`src/rtl/ram_bist_master_if.sv`:
```
// RAM access bus between the BIST master and a single-port RAM.
// The master drives enable/write/address/data; the RAM returns read data one cycle later.
interface ram_bist_master_if #(
    parameter int ADDR_WIDTH = 4,
    parameter int DATA_WIDTH = 8
);
    logic                  out_ram_en;
    logic                  out_ram_we;
    logic [ADDR_WIDTH-1:0] out_ram_addr;
    logic [DATA_WIDTH-1:0] out_ram_wdata;
    logic [DATA_WIDTH-1:0] in_ram_rdata;

    modport master (
        output out_ram_en,
        output out_ram_we,
        output out_ram_addr,
        output out_ram_wdata,
        input  in_ram_rdata
    );

    modport slave (
        input  out_ram_en,
        input  out_ram_we,
        input  out_ram_addr,
        input  out_ram_wdata,
        output in_ram_rdata
    );
endinterface

```
`src/rtl/ram_bist_master.sv`:
```
// RAM BIST initiator: write pattern, read back, compare, report pass/fail and first error.
// Optional second inverted-pattern pass when RAM_BIST_INVERT_PASS_EN is defined.
module ram_bist_master #(
    parameter int                    ADDR_WIDTH  = 4,
    parameter int                    DATA_WIDTH  = 8,
    parameter logic [DATA_WIDTH-1:0] PATTERN_KEY = 8'hA5
) (
    input  logic                  in_clk,
    input  logic                  in_rst,
    input  logic                  in_start,
    output logic                  out_busy,
    output logic                  out_done,
    output logic                  out_pass,
    output logic [15:0]           out_err_cnt,
    output logic [ADDR_WIDTH-1:0] out_first_err_addr,
    ram_bist_master_if.master     ram
);
    localparam logic [ADDR_WIDTH-1:0] LAST_ADDR = {ADDR_WIDTH{1'b1}};

    typedef enum logic [2:0] {
        S_IDLE,
        S_WRITE,
        S_READ,
        S_DRAIN,
        S_DONE
`ifdef RAM_BIST_INVERT_PASS_EN
        ,
        S_INV_WRITE,
        S_INV_READ,
        S_INV_DRAIN
`endif
    } state_t;

    state_t                state_q, state_d;
    logic [ADDR_WIDTH-1:0] cnt_q, cnt_d;
    logic                  cmp_valid_q, cmp_valid_d;
    logic [ADDR_WIDTH-1:0] exp_addr_q, exp_addr_d;
    logic                  exp_inv_q, exp_inv_d;
    logic [15:0]           err_cnt_q, err_cnt_d;
    logic [ADDR_WIDTH-1:0] first_err_q, first_err_d;
    logic                  pass_q, pass_d;

    logic                  start_acc;
    logic                  mismatch;
    logic                  in_write, in_read, wr_inv, final_drain;
    logic                  ram_en, ram_we;
    logic [ADDR_WIDTH-1:0] ram_addr;
    logic [DATA_WIDTH-1:0] ram_wdata;

    function automatic logic [DATA_WIDTH-1:0] pattern(input logic [ADDR_WIDTH-1:0] a,
                                                      input logic inv);
        logic [DATA_WIDTH-1:0] v;
        v = DATA_WIDTH'(a) ^ PATTERN_KEY;
        return inv ? ~v : v;
    endfunction

    // State register and datapath flops
    always_ff @(posedge in_clk or negedge in_rst) begin
        if (!in_rst) begin
            state_q     <= S_IDLE;
            cnt_q       <= '0;
            cmp_valid_q <= 1'b0;
            exp_addr_q  <= '0;
            exp_inv_q   <= 1'b0;
            err_cnt_q   <= '0;
            first_err_q <= '0;
            pass_q      <= 1'b0;
        end else begin
            state_q     <= state_d;
            cnt_q       <= cnt_d;
            cmp_valid_q <= cmp_valid_d;
            exp_addr_q  <= exp_addr_d;
            exp_inv_q   <= exp_inv_d;
            err_cnt_q   <= err_cnt_d;
            first_err_q <= first_err_d;
            pass_q      <= pass_d;
        end
    end

    // Next-state logic
    always_comb begin
        state_d = state_q;
        case (state_q)
            S_IDLE:      if (in_start) state_d = S_WRITE;
            S_WRITE:     if (cnt_q == LAST_ADDR) state_d = S_READ;
            S_READ:      if (cnt_q == LAST_ADDR) state_d = S_DRAIN;
`ifdef RAM_BIST_INVERT_PASS_EN
            S_DRAIN:     state_d = S_INV_WRITE;
            S_INV_WRITE: if (cnt_q == LAST_ADDR) state_d = S_INV_READ;
            S_INV_READ:  if (cnt_q == LAST_ADDR) state_d = S_INV_DRAIN;
            S_INV_DRAIN: state_d = S_DONE;
`else
            S_DRAIN:     state_d = S_DONE;
`endif
            S_DONE:      state_d = S_IDLE;
            default:     state_d = S_IDLE;
        endcase
    end

    // Phase decode and RAM-side outputs
    always_comb begin
`ifdef RAM_BIST_INVERT_PASS_EN
        in_write    = (state_q == S_WRITE) || (state_q == S_INV_WRITE);
        in_read     = (state_q == S_READ)  || (state_q == S_INV_READ);
        wr_inv      = (state_q == S_INV_WRITE);
        final_drain = (state_q == S_INV_DRAIN);
`else
        in_write    = (state_q == S_WRITE);
        in_read     = (state_q == S_READ);
        wr_inv      = 1'b0;
        final_drain = (state_q == S_DRAIN);
`endif
        ram_en    = in_write || in_read;
        ram_we    = in_write;
        ram_addr  = ram_en ? cnt_q : '0;
        ram_wdata = in_write ? pattern(cnt_q, wr_inv) : '0;
        out_busy  = (state_q != S_IDLE) && (state_q != S_DONE);
        out_done  = (state_q == S_DONE);
    end

    // Counter, compare pipeline and result accumulation
    always_comb begin
        start_acc   = (state_q == S_IDLE) && in_start;
        mismatch    = cmp_valid_q && (ram.in_ram_rdata != pattern(exp_addr_q, exp_inv_q));

        cnt_d       = ram_en ? cnt_q + 1'b1 : cnt_q;
        cmp_valid_d = in_read;
        exp_addr_d  = cnt_q;
`ifdef RAM_BIST_INVERT_PASS_EN
        exp_inv_d   = (state_q == S_INV_READ);
`else
        exp_inv_d   = 1'b0;
`endif
        err_cnt_d   = err_cnt_q;
        first_err_d = first_err_q;
        pass_d      = pass_q;

        if (start_acc) begin
            cnt_d       = '0;
            err_cnt_d   = '0;
            first_err_d = '0;
            pass_d      = 1'b0;
        end else begin
            if (mismatch) begin
                // The count never returns to zero, so zero means no mismatch yet this run
                if (err_cnt_q == 16'd0) first_err_d = exp_addr_q;
                if (err_cnt_q != 16'hFFFF) err_cnt_d = err_cnt_q + 16'd1;
            end
            if (final_drain) pass_d = (err_cnt_d == 16'd0);
        end
    end

    assign out_pass           = pass_q;
    assign out_err_cnt        = err_cnt_q;
    assign out_first_err_addr = first_err_q;

    assign ram.out_ram_en    = ram_en;
    assign ram.out_ram_we    = ram_we;
    assign ram.out_ram_addr  = ram_addr;
    assign ram.out_ram_wdata = ram_wdata;
endmodule
```
`src/flat_wrapper.sv`:
```
// flat-port wrapper written by rule: the top's interface ports become plain ports
module ram_bist_master_flat 
#(
    parameter int                    ADDR_WIDTH  = 4,
    parameter int                    DATA_WIDTH  = 8,
    parameter logic [DATA_WIDTH-1:0] PATTERN_KEY = 8'hA5
)
  (in_clk, in_rst, in_start, out_busy, out_done, out_pass, out_err_cnt, out_first_err_addr, ram_out_ram_en, ram_out_ram_we, ram_out_ram_addr, ram_out_ram_wdata, ram_in_ram_rdata);
  ram_bist_master_if #(.ADDR_WIDTH(ADDR_WIDTH), .DATA_WIDTH(DATA_WIDTH)) ram_i ();
  input  logic in_clk;
  input  logic in_rst;
  input  logic in_start;
  output logic out_busy;
  output logic out_done;
  output logic out_pass;
  output logic [15:0] out_err_cnt;
  output logic [ADDR_WIDTH-1:0] out_first_err_addr;
  output wire logic [$bits(ram_i.out_ram_en)-1:0] ram_out_ram_en;
  output wire logic [$bits(ram_i.out_ram_we)-1:0] ram_out_ram_we;
  output wire logic [$bits(ram_i.out_ram_addr)-1:0] ram_out_ram_addr;
  output wire logic [$bits(ram_i.out_ram_wdata)-1:0] ram_out_ram_wdata;
  input wire logic [$bits(ram_i.in_ram_rdata)-1:0] ram_in_ram_rdata;
  assign ram_out_ram_en = ram_i.out_ram_en;
  assign ram_out_ram_we = ram_i.out_ram_we;
  assign ram_out_ram_addr = ram_i.out_ram_addr;
  assign ram_out_ram_wdata = ram_i.out_ram_wdata;
  assign ram_i.in_ram_rdata = ram_in_ram_rdata;
  ram_bist_master #(.ADDR_WIDTH(ADDR_WIDTH), .DATA_WIDTH(DATA_WIDTH), .PATTERN_KEY(PATTERN_KEY)) u_core (.in_clk(in_clk), .in_rst(in_rst), .in_start(in_start), .out_busy(out_busy), .out_done(out_done), .out_pass(out_pass), .out_err_cnt(out_err_cnt), .out_first_err_addr(out_first_err_addr), .ram(ram_i));
endmodule
```
`config.mk`:
```
export PLATFORM = sky130hd
export DESIGN_NAME = ram_bist_master_flat
export DESIGN_NICKNAME = d
export VERILOG_FILES = /design/src/rtl/ram_bist_master_if.sv /design/src/rtl/ram_bist_master.sv /design/src/flat_wrapper.sv
export SDC_FILE = /design/constraint.sdc
export NUM_CORES = 1
export LEC_CHECK = 0
export CAP_MARGIN = 40
export CORE_MARGIN = 2
export CORE_UTILIZATION = 45
export DETAILED_ROUTE_END_ITERATION = 6
export GPL_TIMING_DRIVEN = 0
export PLACE_DENSITY = 0.74
export SLEW_MARGIN = 20
export SYNTH_ARGS = -nofsm -noshare
export SYNTH_HDL_FRONTEND = slang
export SYNTH_SLANG_ARGS = --single-unit
```
`constraint.sdc`:
```
create_clock -name in_clk -period 2.25 [get_ports in_clk]
set_input_delay 0.5625 -clock in_clk [delete_from_list [all_inputs] [get_ports in_clk]]
set_output_delay 0.5625 -clock in_clk [all_outputs]
set_load 0.005 [all_outputs]
```
==> summary.txt <==
initial antenna violation count: 0
hpwl dp: 3.61 mm
GR Overflow Total: 0
Critical-path top delay cell: or4_4
CP Max Fanout: 5
GRT met2 Usage: 0.382
Critical Path Start Type: register
fmax: 0.437 GHz
most frequent cells in the layout: buf_4 (40), nor2_1 (34), clkdlybuf4s50_1 (24)
asr flop ratio synth: 1.00
clock latency on the worst-skew pair: 0.30 ns
first-pass GRT wire length: 9.72 mm
GRT met1 Usage: 0.323
setup slack at placement: -0.830 ns
CP Class: register to register
syn_area_per_cell: 8.98 um2
Final Util: 0.748
Final setup viols: 2
# clock sinks: 33
#FFs+latches synth: 33
area fraction of the dominant cell type after synthesis: 0.407
worst reg2reg setup slack: -0.04 ns
TritonCTS clock tree: yes
FP Rows: 24
Final Skew: 0.00761 ns
Core Box Area: 4350 um2
Most Crowded Layer GR: met2
largest net degree at the start of global routing: 23
crit-path leading delay family: simple AND/OR/NAND/NOR gates
Max Buffers Root-to-Sink: 2
vias in the first global route: 1999
fin crit share: 1.02
Synth area leader: dfrtp_1
Leak: 1.44 nW
commonest non-fill, non-tap cell in the layout: buf_4
Yosys warnings: 0
Num CTS Buffers: 5
vias after detailed routing: 2109
Reg area: 840 um2
EDFF count, synth: 0
die extent in x: 71.2 um
outcome: complete, but fails checks
fillers: 291
Top FF cell, synth: dfrtp_1
maximum VDD drop: 0.768 mV
r2r worst-path depth: 9
failing checks: setup timing
RR Startpoint: u_core.out_err_cnt[1]
Avg WL per Cell: 16.9 um
hold buffer count at CTS: 0
final setup margin: -0.0409 ns
crit path DAT: 2.54 ns
Worst Path Buf+Inv: 1
GRT Total Usage: 0.245
via density per instance: 5.68
WL final: 6.28 mm
die area: 5060 um2
DIE HEIGHT: 71.2 um
Worst setup EP type: register
power per cell area: 817 nW/um2
CTS HTree Levels: 2
CP Cell Sequence: ha_4 -> nand4_4 -> or4_4 -> buf_6 -> o2111ai_4 -> mux2i_1 -> o211ai_1 -> nor4_2 -> a21o_1
IO Pins: 48
min-delay worst type: primary input to asynchronous set/reset pin
cell area after synthesis: 2030 um2
Starting DRT DRC Count: 256
share of post-route cells with drive strength above 1: 0.348
antenna cells: 0
area of the multi-input gates: 1310 um2
DRC: 0
nets@finish: 332
Synth area leaders: dfrtp_1 (41%), nor2_1 (6.8%), xnor2_1 (4.7%), mux2i_1 (3.9%), xor2_1 (3.9%)
root buffer cell: clkbuf_8
Clk pin slew, worst setup/hold paths: 0.08 ns
Initial Util: 0.466
Area growth syn-to-layout: 60.4%
antenna viol nets, final: 0
min cycle time layout: 2.29 ns
Placer Congestion: 0.914
unrepaired setup endpoints after global routing: true
worst flop-to-flop path endpoint: u_core.out_pass
GR Layer Usage met3: 0.0613
max cap viols: 0
Req. time, crit path: 2.50 ns
max incr delay on CP: 0.52 ns
# port buffers: 45
drt pass-1 iters: 4
Synth Instances: 226
Fin. Hold Viols: 0
Seq/Total Area, Yosys: 0.407
max-slew violation count: 0
Yosys cell types: 46
-- cells in the mapped netlist, types with 2 or more instances --
library cell  count
nor2_1           37
dfrtp_1          33
nand2_1          16
nand3_1          11
xnor2_1          11
nor3_1            9
xor2_1            9
mux2i_1           8
nor4_1            8
and2_1            7
inv_1             7
clkbuf_1          6
nand4_1           5
o211ai_1          5
buf_2             4
buf_4             4
nand2b_1          4
a21oi_1           3
and3_1            3
ha_1              3
or2_2             3
and4_2            2
mux2_2            2
nor3b_1           2
o21ai_0           2
or4_1             2
-- flip-flops by register name (all words and copies together), names as in the netlist --
name	flops
u_core.cnt_q	4
u_core.out_first_err_addr	4
u_core.out_err_cnt	16
u_core.state_q	3
u_core.exp_addr_q	4
u_core.cmp_valid_q	1
u_core.out_pass	1
-- cell families after synthesis --
group	Yosys count	share of synthesized area
AOI/OAI and AO/OA	22	0.0802
and+or+nand+nor	115	0.305
buffers and inverters	22	0.0512
adders and majority gates	3	0.0185
DFF	33	0.407
muxes	10	0.0506
other	1	0.00185
xor gates and xnor gates	20	0.0863
-- through the flow --
step	cell area (um2)	total power, W	instances	hold slack, ns	TNS (ns)
4_1_cts	3070	0.00249	357	0.158	-0.0558
6_report	3260	0.00266	371	0.145	-0.0464
5_1_grt	3260	0.00280	371	0.167	-0.238
3_3_place_gp	2560	0.00172	324	0.466	-13.89
3_5_place_dp	2590	0.00174	326	0.471	-10.16
2_1_floorplan	2050	0.00126	227	0.267	0
-- power breakdown --
part / leakage, nW / total [W] / switching (W) / internal, W
Combinational: 0.963 / 0.00119 / 0.000494 / 0.000693
Clock: 0.0543 / 0.000591 / 0.000259 / 0.000332
Sequential: 0.422 / 0.000883 / 0.000166 / 0.000717
-- routing by layer --
layer  part of all wire  wire, um  vias up
met5                  0         0        -
met4              0.026       161        0
met3              0.060       374       16
met2               0.50      3110      105
met1               0.42      2630     1013
li1                   -         -      975
-- how the worst max path moves through the flow --
| stage | slack, ns | to | cells after the start | from |
|---|---|---|---|---|
| CTS | -0.06 | u_core.out_pass | 9 | u_core.out_err_cnt[1] |
| detailed placement | -0.83 | u_core.out_err_cnt[4] | 8 | ram_in_ram_rdata[2] |
| floorplan | 0.03 | u_core.out_pass | 9 | u_core.out_err_cnt[0] |
| global placement | -0.85 | u_core.out_err_cnt[4] | 8 | ram_in_ram_rdata[7] |
| finish | -0.04 | u_core.out_pass | 9 | u_core.out_err_cnt[1] |
| global route | -0.08 | u_core.out_pass | 8 | u_core.out_err_cnt[8] |
-- area by class of cell --
class	count	share of cell area
clock inverter	3	0.0142
multi-input combinational	172	0.404
buffer	11	0.0296
timing repair buffer	88	0.245
clock buffer	5	0.0211
sequential	33	0.258
inverter	7	0.00884
tap	52	0.0200
-- timing repair --
item                                    4_1_cts  5_1_grt
setup buffers                                26       15
endpoints found under the setup margin       26       10
gates resized for setup                      67       21
gates cloned                                  0        0
pin swaps                                    14       14
Power figures use the tool's default switching activity.
